<file path="config.mk">
export PLATFORM = sky130hd
export DESIGN_NAME = bus_dev_fifo
export DESIGN_NICKNAME = d
export VERILOG_FILES = /design/src/rtl/bus_dev_fifo.sv
export SDC_FILE = /design/constraint.sdc
export NUM_CORES = 1
export LEC_CHECK = 0
export BUFFER_PORTS_ARGS = -buffer_cell sky130_fd_sc_hd__buf_4
export CORE_AREA = 2 2 184 186
export DETAILED_ROUTE_END_ITERATION = 8
export DIE_AREA = 0 0 186 188
export SETUP_SLACK_MARGIN = 0.05
export SYNTH_ARGS = -nofsm -noshare
export SYNTH_HDL_FRONTEND = slang
export SYNTH_SLANG_ARGS = --single-unit
</file>
<file path="constraint.sdc">
create_clock -name clk -period 4.39 [get_ports clk]
set_clock_uncertainty 0.15 [all_clocks]
set_input_delay 0.878 -clock clk [delete_from_list [all_inputs] [get_ports clk]]
set_output_delay 0.878 -clock clk [all_outputs]
set_load 0.05 [all_outputs]
</file>
<file path="src/rtl/bus_dev_fifo.sv">
// Per-device endpoint buffer: a TX FIFO presented to the bus generator and an
// address-filtered RX FIFO drained by the monitor.
module bus_dev_fifo #(
    parameter int         pckg_sz   = 16,
    parameter int         depth     = 8,
    parameter logic [7:0] broadcast = 8'hFF,
    parameter logic [7:0] id        = 8'd0
) (
    input  logic               clk,
    input  logic               reset,
    input  logic               wr_en,
    input  logic [pckg_sz-1:0] wr_data,
    output logic               full,
    output logic               pndng,
    output logic [pckg_sz-1:0] D_pop,
    input  logic               pop,
    input  logic               push,
    input  logic [pckg_sz-1:0] D_push,
    input  logic               rx_pop,
    output logic               rx_empty,
    output logic [pckg_sz-1:0] rx_data,
    output logic               rx_ovf,
    output logic               pop_err,
    output logic [7:0]         misaddr_cnt
);

    localparam int             aw       = $clog2(depth);
    localparam logic [aw:0]    full_cnt = (aw+1)'(depth);
    localparam logic [aw:0]    cnt_one  = (aw+1)'(1);
    localparam logic [aw-1:0]  ptr_one  = aw'(1);

    logic [pckg_sz-1:0] tx_mem [depth];
    logic [aw-1:0]      tx_wr_ptr, tx_rd_ptr;
    logic [aw:0]        tx_cnt;
    logic               tx_wr, tx_rd;

    logic [pckg_sz-1:0] rx_mem [depth];
    logic [aw-1:0]      rx_wr_ptr, rx_rd_ptr;
    logic [aw:0]        rx_cnt;
    logic               rx_full, rx_wr, rx_rd;
    logic [7:0]         dst;
    logic               addr_hit;

    // Status comes only from registered counts, so no request-to-flag path exists.
    assign full     = (tx_cnt == full_cnt);
    assign pndng    = (tx_cnt != '0);
    assign rx_full  = (rx_cnt == full_cnt);
    assign rx_empty = (rx_cnt == '0);

    assign tx_wr = wr_en && !full;
    assign tx_rd = pop && pndng;

    assign dst      = D_push[pckg_sz-1 -: 8];
    assign addr_hit = (dst == id) || (dst == broadcast);
    assign rx_rd    = rx_pop && !rx_empty;
    // A same-cycle read frees the slot a full RX FIFO needs for the new packet.
    assign rx_wr    = push && addr_hit && (!rx_full || rx_rd);

    assign D_pop   = pndng    ? tx_mem[tx_rd_ptr] : '0;
    assign rx_data = rx_empty ? '0 : rx_mem[rx_rd_ptr];

    // NOTE: storage arrays carry no reset; the empty-gated outputs hide stale words.
    always_ff @(posedge clk) begin
        if (tx_wr) tx_mem[tx_wr_ptr] <= wr_data;
        if (rx_wr) rx_mem[rx_wr_ptr] <= D_push;
    end

    // NOTE: all state uses non-blocking assignment so every register samples pre-edge values.
    always_ff @(posedge clk or posedge reset) begin
        if (reset) begin
            tx_wr_ptr <= '0;
            tx_rd_ptr <= '0;
            tx_cnt    <= '0;
            pop_err   <= 1'b0;
        end else begin
            if (tx_wr) tx_wr_ptr <= tx_wr_ptr + ptr_one;
            if (tx_rd) tx_rd_ptr <= tx_rd_ptr + ptr_one;
            case ({tx_wr, tx_rd})
                2'b10:   tx_cnt <= tx_cnt + cnt_one;
                2'b01:   tx_cnt <= tx_cnt - cnt_one;
                default: tx_cnt <= tx_cnt;
            endcase
            if (pop && !pndng) pop_err <= 1'b1;
        end
    end

    always_ff @(posedge clk or posedge reset) begin
        if (reset) begin
            rx_wr_ptr   <= '0;
            rx_rd_ptr   <= '0;
            rx_cnt      <= '0;
            rx_ovf      <= 1'b0;
            misaddr_cnt <= '0;
        end else begin
            if (rx_wr) rx_wr_ptr <= rx_wr_ptr + ptr_one;
            if (rx_rd) rx_rd_ptr <= rx_rd_ptr + ptr_one;
            case ({rx_wr, rx_rd})
                2'b10:   rx_cnt <= rx_cnt + cnt_one;
                2'b01:   rx_cnt <= rx_cnt - cnt_one;
                default: rx_cnt <= rx_cnt;
            endcase
            if (push && addr_hit && rx_full && !rx_pop) rx_ovf <= 1'b1;
            if (push && !addr_hit && misaddr_cnt != 8'hFF)
                misaddr_cnt <= misaddr_cnt + 8'd1;
        end
    end

endmodule

</file>
# [Yosys cells after proc, flatten, opt, wreduce, memory -nomap -nowiden]
# Memories as Yosys holds them, arrays and structs flattened.
# Index checks and enable logic that the tools add are counted.
[totals] reg_bits=30 ram_bits=256 inputBits=38 output_inout_bits=45 word_cells=59 n_memories=2
[memory_table] name="rx_mem" depth=8 word_bits=16 rd=1 rd_ports_with_merged_regs=0 write_ports=1 line="37" text="logic [pckg_sz-1:0] rx_mem [depth];"
[memory_table] name="tx_mem" depth=8 word_bits=16 rd=1 rd_ports_with_merged_regs=0 write_ports=1 line="32" text="logic [pckg_sz-1:0] tx_mem [depth];"
[classes] n_addsub=9 n_eq_ne=8 mux=8 n_reduce_logical=23
[ops] cell="2-to-1 mux 16 bit" n=2
[ops] cell="one-hot mux 4 bit (2 select lines)" n=2
[ops] cell="adder 3 x 1 -> 3 bit (second input constant)" n=4
[ops] cell="logical AND 1 bit" n=10
[ops] cell="adder 4 x 1 -> 4 bit (second input constant)" n=2
[ops] cell="adder 8 x 1 -> 8 bit (second input constant)" n=1
[ops] cell="== test 4 bit (second input constant)" n=2
[ops] cell="== test 8 bit (second input constant)" n=1
[ops] cell="zero test 8 bit" n=1
[ops] cell="!= test 8 bit (second input constant)" n=1
[ops] cell="subtractor 4 x 1 -> 4 bit (second input constant)" n=2
[ops] cell="zero test 1 bit" n=6
[ops] cell="== test 2 x 1 -> 1 bit (second input constant)" n=2
[ops] cell="== test 2 bit (second input constant)" n=2
[ops] cell="zero test 4 bit" n=1
[ops] cell="2-to-1 mux 1 bit" n=4
[ops] cell="nonzero test 2 bit" n=2
[ops] cell="nonzero test 4 bit" n=1
[ops] cell="logical OR 1 bit" n=2

# [Depth between registers and ports, before layout]
[depth] ltp_word=7 ltp_mapped=11 mapped_depth_nobuf=11

# [Worst setup path after synthesis]
# Ideal clock, no wire load.
[synth_path] path_kind="input -> register" startpoint="input D_push[12]" endpoint="memory rx_mem[0][0], enable pin" setup_time_ps=409 t_arrival_ps=3100 required_time_ps=3831 slack_ps=730 cell_stages=7 n_path_buf=1 cell_sequence="or4_4 nor2_4 o21ai_2 nor2b_2 buf_6 nand2b_1 nor3_1"
[synth_between] elab_chain_cells=6 word_cells_on_any_way=7 classes_between="eq/ne (1); mux (2); reduce/logical (4)"
[synth_lines] element="start: declaration" line="18" text="input logic [pckg_sz-1:0] D_push,"
[synth_lines] element="== test 8 bit or zero test 8 bit (tied branches)" line="54" text="assign addr_hit = (dst == id) || (dst == broadcast);"
[synth_lines] element="logical OR 1 bit (*)" line="54"
[synth_lines] element="logical AND 1 bit (*) (2 in a row)" line="57" text="assign rx_wr = push && addr_hit && (!rx_full || rx_rd);"
[synth_lines] element="2-to-1 mux 1 bit (*)" line="65" text="if (rx_wr) rx_mem[rx_wr_ptr] <= D_push;"
[synth_lines] element="2-to-1 mux 1 bit (implied by the code) (*)" line="65"
[synth_lines] element="end: declaration" line="37"
# Every way passes the cells marked *; elsewhere a longest branch is shown, timed or not.

# [Final worst setup path]
[layout_path] startpoint="register rx_rd_ptr[0]" endpoint="output rx_data[11]"
[layout_between] elab_chain_cells=2
[layout_lines] element="start: declaration" line="38" text="logic [aw-1:0] rx_wr_ptr, rx_rd_ptr;"
[layout_lines] element="start signal: assignment" line="96" text="if (rx_rd) rx_rd_ptr <= rx_rd_ptr + ptr_one;"
[layout_lines] element="memory read (8 x 16 bit)"
[layout_lines] element="2-to-1 mux 16 bit" line="60" text="assign rx_data = rx_empty ? '0 : rx_mem[rx_rd_ptr];"
[layout_lines] element="end: declaration" line="21" text="output logic [pckg_sz-1:0] rx_data,"
# No other way between the ends.

==> results <==
- The initial core utilization is 0.3435.
- From synthesis to final layout, the design area changed by 19.70%.
- The hold buffer count at cts is 0.
- The instance area after placement is ~13,000 sq um.
- The number of hold-slack violations in the final timing report is 0.
- The synthesized netlist occupies a cell area of ~11,000 sq um.
- The number of buffers inserted during clock tree synthesis is 29.
- The run finished with clean final reports.
- The number of buffers inserted by port buffering is roughly 80.
- Of the available clock period, the critical path in the final layout requires 0.8327.
- Yosys attributes the largest share of cell area to sky130_fd_sc_hd__edfxtp_1, sky130_fd_sc_hd__mux4_2, sky130_fd_sc_hd__dfrtp_1.
- The max-slew violation count is 0.
- The max capacitance violation total is 0.
- The post-synthesis register bit count is about 290.
- The total die area is 34,970 sq um.
- The number of flops mapped to enable cells by yosys is 256.
- Headroom to the max-slew limit came out at 0.2834.
- Using the TritonRoute via totals, the vias-per-cell ratio works out to 4.779.
- The congestion estimate from routability-driven global placement came to slightly above 0.7.
- The worst setup path is captured at an output pin.
- The finished cells cover 13,620 sq um.
- The largest net degree at the start of global routing is 35.
- After clock tree synthesis, the clock-pin slew on the worst setup and hold paths is around 60 ps.
- The clock passes through at most 3 buffers.
- The class of the worst hold path is in -> async.
- The number of global-route vias before repair was between 5,000 and 6,000.
- between 80 and 90 I/O pins were placed.
- The count of buffers added by post-CTS timing repair for setup is 0.
- The cell-internal power is 0.006029 W.
- The number of antenna violations at the first check in global routing is 0.
- For the worst-skew pair, the clock arrives at the later sink with an insertion delay of 540 ps.
- The power density over the cells is ~700 nW/um^2.
- After the first detailed-routing iteration, the DRC count stood at 277.
- The sequential fraction of the synthesis area is 0.7418.
- Setup repair after global routing left no endpoint under its margin.
- The number of warnings printed during yosys synthesis is 0.
- The highest ir drop seen on vdd is about 0.55 mV.
- The area share of the leading cell type in the synthesized netlist is 0.6758.
- The worst setup path is of the reg -> out kind.
- The cell that appears most often on the critical path is sky130_fd_sc_hd__buf_4.
- The largest individual stage delay along the critical path comes from the cell sky130_fd_sc_hd__dfrtp_2.
- For this design the total switching power over the nets is 0.003497 W.
- The count of mapped cells out of synthesis is roughly 570.
- After synthesis, the mean cell area works out to just under 20 sq um.
- Summed over all instances, the cell type with the most area after synthesis is sky130_fd_sc_hd__edfxtp_1.
- Of the total power, the share spent switching nets is 0.3671.
- The share of total power dissipated in the clock network is 0.243.
- The die width is between 150 and 200 microns.
- Data on the critical path arrives at its endpoint at ~2600 ps.
- At the worst endpoint, the required time is roughly 3400 ps.
- The fraction of layout instances using a drive strength above 1 is 0.3329.
- The maximum net fanout on the critical path is 14.
- The number of buffer and inverter instances along the worst setup path is 2.
- The HPWL after detailed placement is 13.92 mm.
- The async set-reset flop share out of synthesis is 0.1049.
- The most common cell after layout, fill and taps aside is sky130_fd_sc_hd__edfxtp_1.
- The number of nets in the synthesized netlist is about 620.
- In this run the remaining antenna-violating nets after routing total 0.
- TritonCTS built the clock tree.
- The share of total power dissipated in combinational logic is 0.366.
- Traced cell by cell, the critical path runs through buf_4 > mux4_2 > mux2i_1 > nor2_1 > buf_4.
- The floorplan die height is ~190 microns.
- Setup violations remaining at the end of the flow were counted as 0.
- The post-route minimum period is around 3700 ps.
- In the global route stage, overall resource usage came out at 0.1288.
- The initialized floorplan defines 67 standard-cell rows.
- The family of cells with the greatest summed delay on the critical path is multiplexers.
- The cell chosen for the clock root is sky130_fd_sc_hd__clkbuf_16.
- After routing, the total negative slack on setup checks comes to 0 ps.
- The highest achievable clock rate is between 0.2 and 0.3 GHz.
- In this run the number of H-tree levels came out at 1.
- The via total after detailed routing is about 5,500.
- In the layout the commonest cells are sky130_fd_sc_hd__edfxtp_1, sky130_fd_sc_hd__buf_4, sky130_fd_sc_hd__mux4_2.
- The average wire per cell in the routed design is ~19 microns.
- The number of antenna diodes in the final layout is 0.
- The share of total power dissipated in sequential elements is 0.391.
- The distinct cell type count of the synthesized netlist is 42.
- For this run, design rule violations remaining after detail routing come to 0.
- Summed over all cells, the static leakage comes to ~4.7 nW.
- The count of filler cells inserted in the layout is approximately 3,000.
- The peak per-stage delay on the critical path is 670 ps.
- For this run, the post-layout net count is 733.
- The area of the placeable core is ~33,000 sq um.
- The first global-routing pass estimated approximately 34 mm of wire.
- The most used flip-flop cell after synthesis is sky130_fd_sc_hd__edfxtp_1.
- For this run the aggregate overflow at the end of global routing stands at 0.
- The total length of routed wires is approximately 22 mm.
- The tree built by TritonCTS fans out to approximately 290 sinks.
- The worst setup path is launched from a flop.
- Summing all flip-flop and latch instances after layout gives ~8400 sq um.
- The multi-input combinational cells in the finished layout cover a total of 2869 sq um.
- At the pin with the least slew margin, the transition time is 1075 ps.
- The number of gates given a new drive strength after cts is 0.
- The first-pass iteration count of the detailed router is 4.
[stage by stage]
stage	total power [W]	worst slack (ps)	cells	util	hold slack (ps)
after CTS	0.009657	683.5	1154	0.4112	268.9
after floorplan	0.006219	730.5	572	-	330.5
final	0.009526	734.4	1154	0.4112	266.7
after global placement	0.007246	1152	1100	0.3841	313.2
after global routing	0.009973	578.9	1154	0.4112	288.6
after detailed placement	0.007330	1060	1100	0.3841	312.6
[registers in the layout, indices dropped and copies added, names as in the netlist, 3 cells and up]
signal,flops
misaddr_cnt,8
rx_cnt,4
rx_mem,128
rx_rd_ptr,3
rx_wr_ptr,3
tx_cnt,4
tx_mem,128
tx_rd_ptr,3
tx_wr_ptr,3
[cells in the mapped netlist (all sizes together) (3+ instances only)]
| master | number |
|---|---|
| dfrtp | 30 |
| buf | 11 |
| inv | 12 |
| nand2 | 21 |
| nor2 | 47 |
| nor4 | 3 |
| ha | 10 |
| a21oi | 4 |
| xor2 | 5 |
| nor3 | 7 |
| nand2b | 4 |
| nor2b | 3 |
| mux2i | 34 |
| clkbuf | 14 |
| and2 | 3 |
| a21o | 3 |
| edfxtp | 256 |
| nand4 | 4 |
| xnor2 | 16 |
| mux4 | 64 |
| mux2 | 4 |
[per-layer routing]
metal	up-vias	part of all wire	GRT usage
met3	36	0.055	0.02816
met5	-	0	0
met4	0	0.021	0.02998
li1	2490	-	-
met2	131	0.51	0.2295
met1	2858	0.41	0.1590
[worst register-to-register path: cells and delay by family, from the launching register on]
family	cells	cell delay (ps)
buffers and inverters	1	260
adders and majority gates	2	530
AOI/OAI and AO/OA	2	340
and+or+nand+nor	4	620
xor gates and xnor gates	2	280
DFF	1	460
[power by group through the flow]
stage          sequential [W]  combinational (W)  clock [W]
6_report              0.00372            0.00349    0.00232
5_1_grt               0.00378            0.00371    0.00249
4_1_cts               0.00373            0.00355    0.00238
3_5_place_dp          0.00379            0.00354          0
3_3_place_gp          0.00376            0.00349          0
2_1_floorplan         0.00358            0.00264          0
[cell type report]
| cell class | instances | share of cell area |
|---|---|---|
| Inverter | 12 | 0.003308 |
| Sequential cell | 286 | 0.6200 |
| Timing Repair Buffer | 105 | 0.05881 |
| Tap cell | 448 | 0.04117 |
| Multi-Input combinational cell | 249 | 0.2107 |
| Clock inverter | 15 | 0.009925 |
| Clock buffer | 39 | 0.05606 |
[worst paths after layout]
kind	start	end	slack, ps	cells after the start
worst max-delay path	rx_rd_ptr[0]	rx_data[11]	730	5
worst min-delay path	reset	misaddr_cnt[1]	270	3
worst max register to register	tx_cnt[0]	tx_cnt[3]	1630	11
worst min register to register	pop_err	pop_err	320	1
max in group asynchronous	reset	tx_rd_ptr[1]	3480	3
min in group clk	pop_err	pop_err	320	1
[kinds of logic after synthesis]
| logic type | synth area share |
|---|---|
| AOI/OAI and AO/OA | 0.007260 |
| buffers and inverters | 0.01364 |
| xor gates and xnor gates | 0.01617 |
| and+or+nand+nor | 0.04565 |
| muxes | 0.1609 |
| DFF | 0.7418 |
| adders and majority gates | 0.01452 |
(Power assumes the default switching activity.)
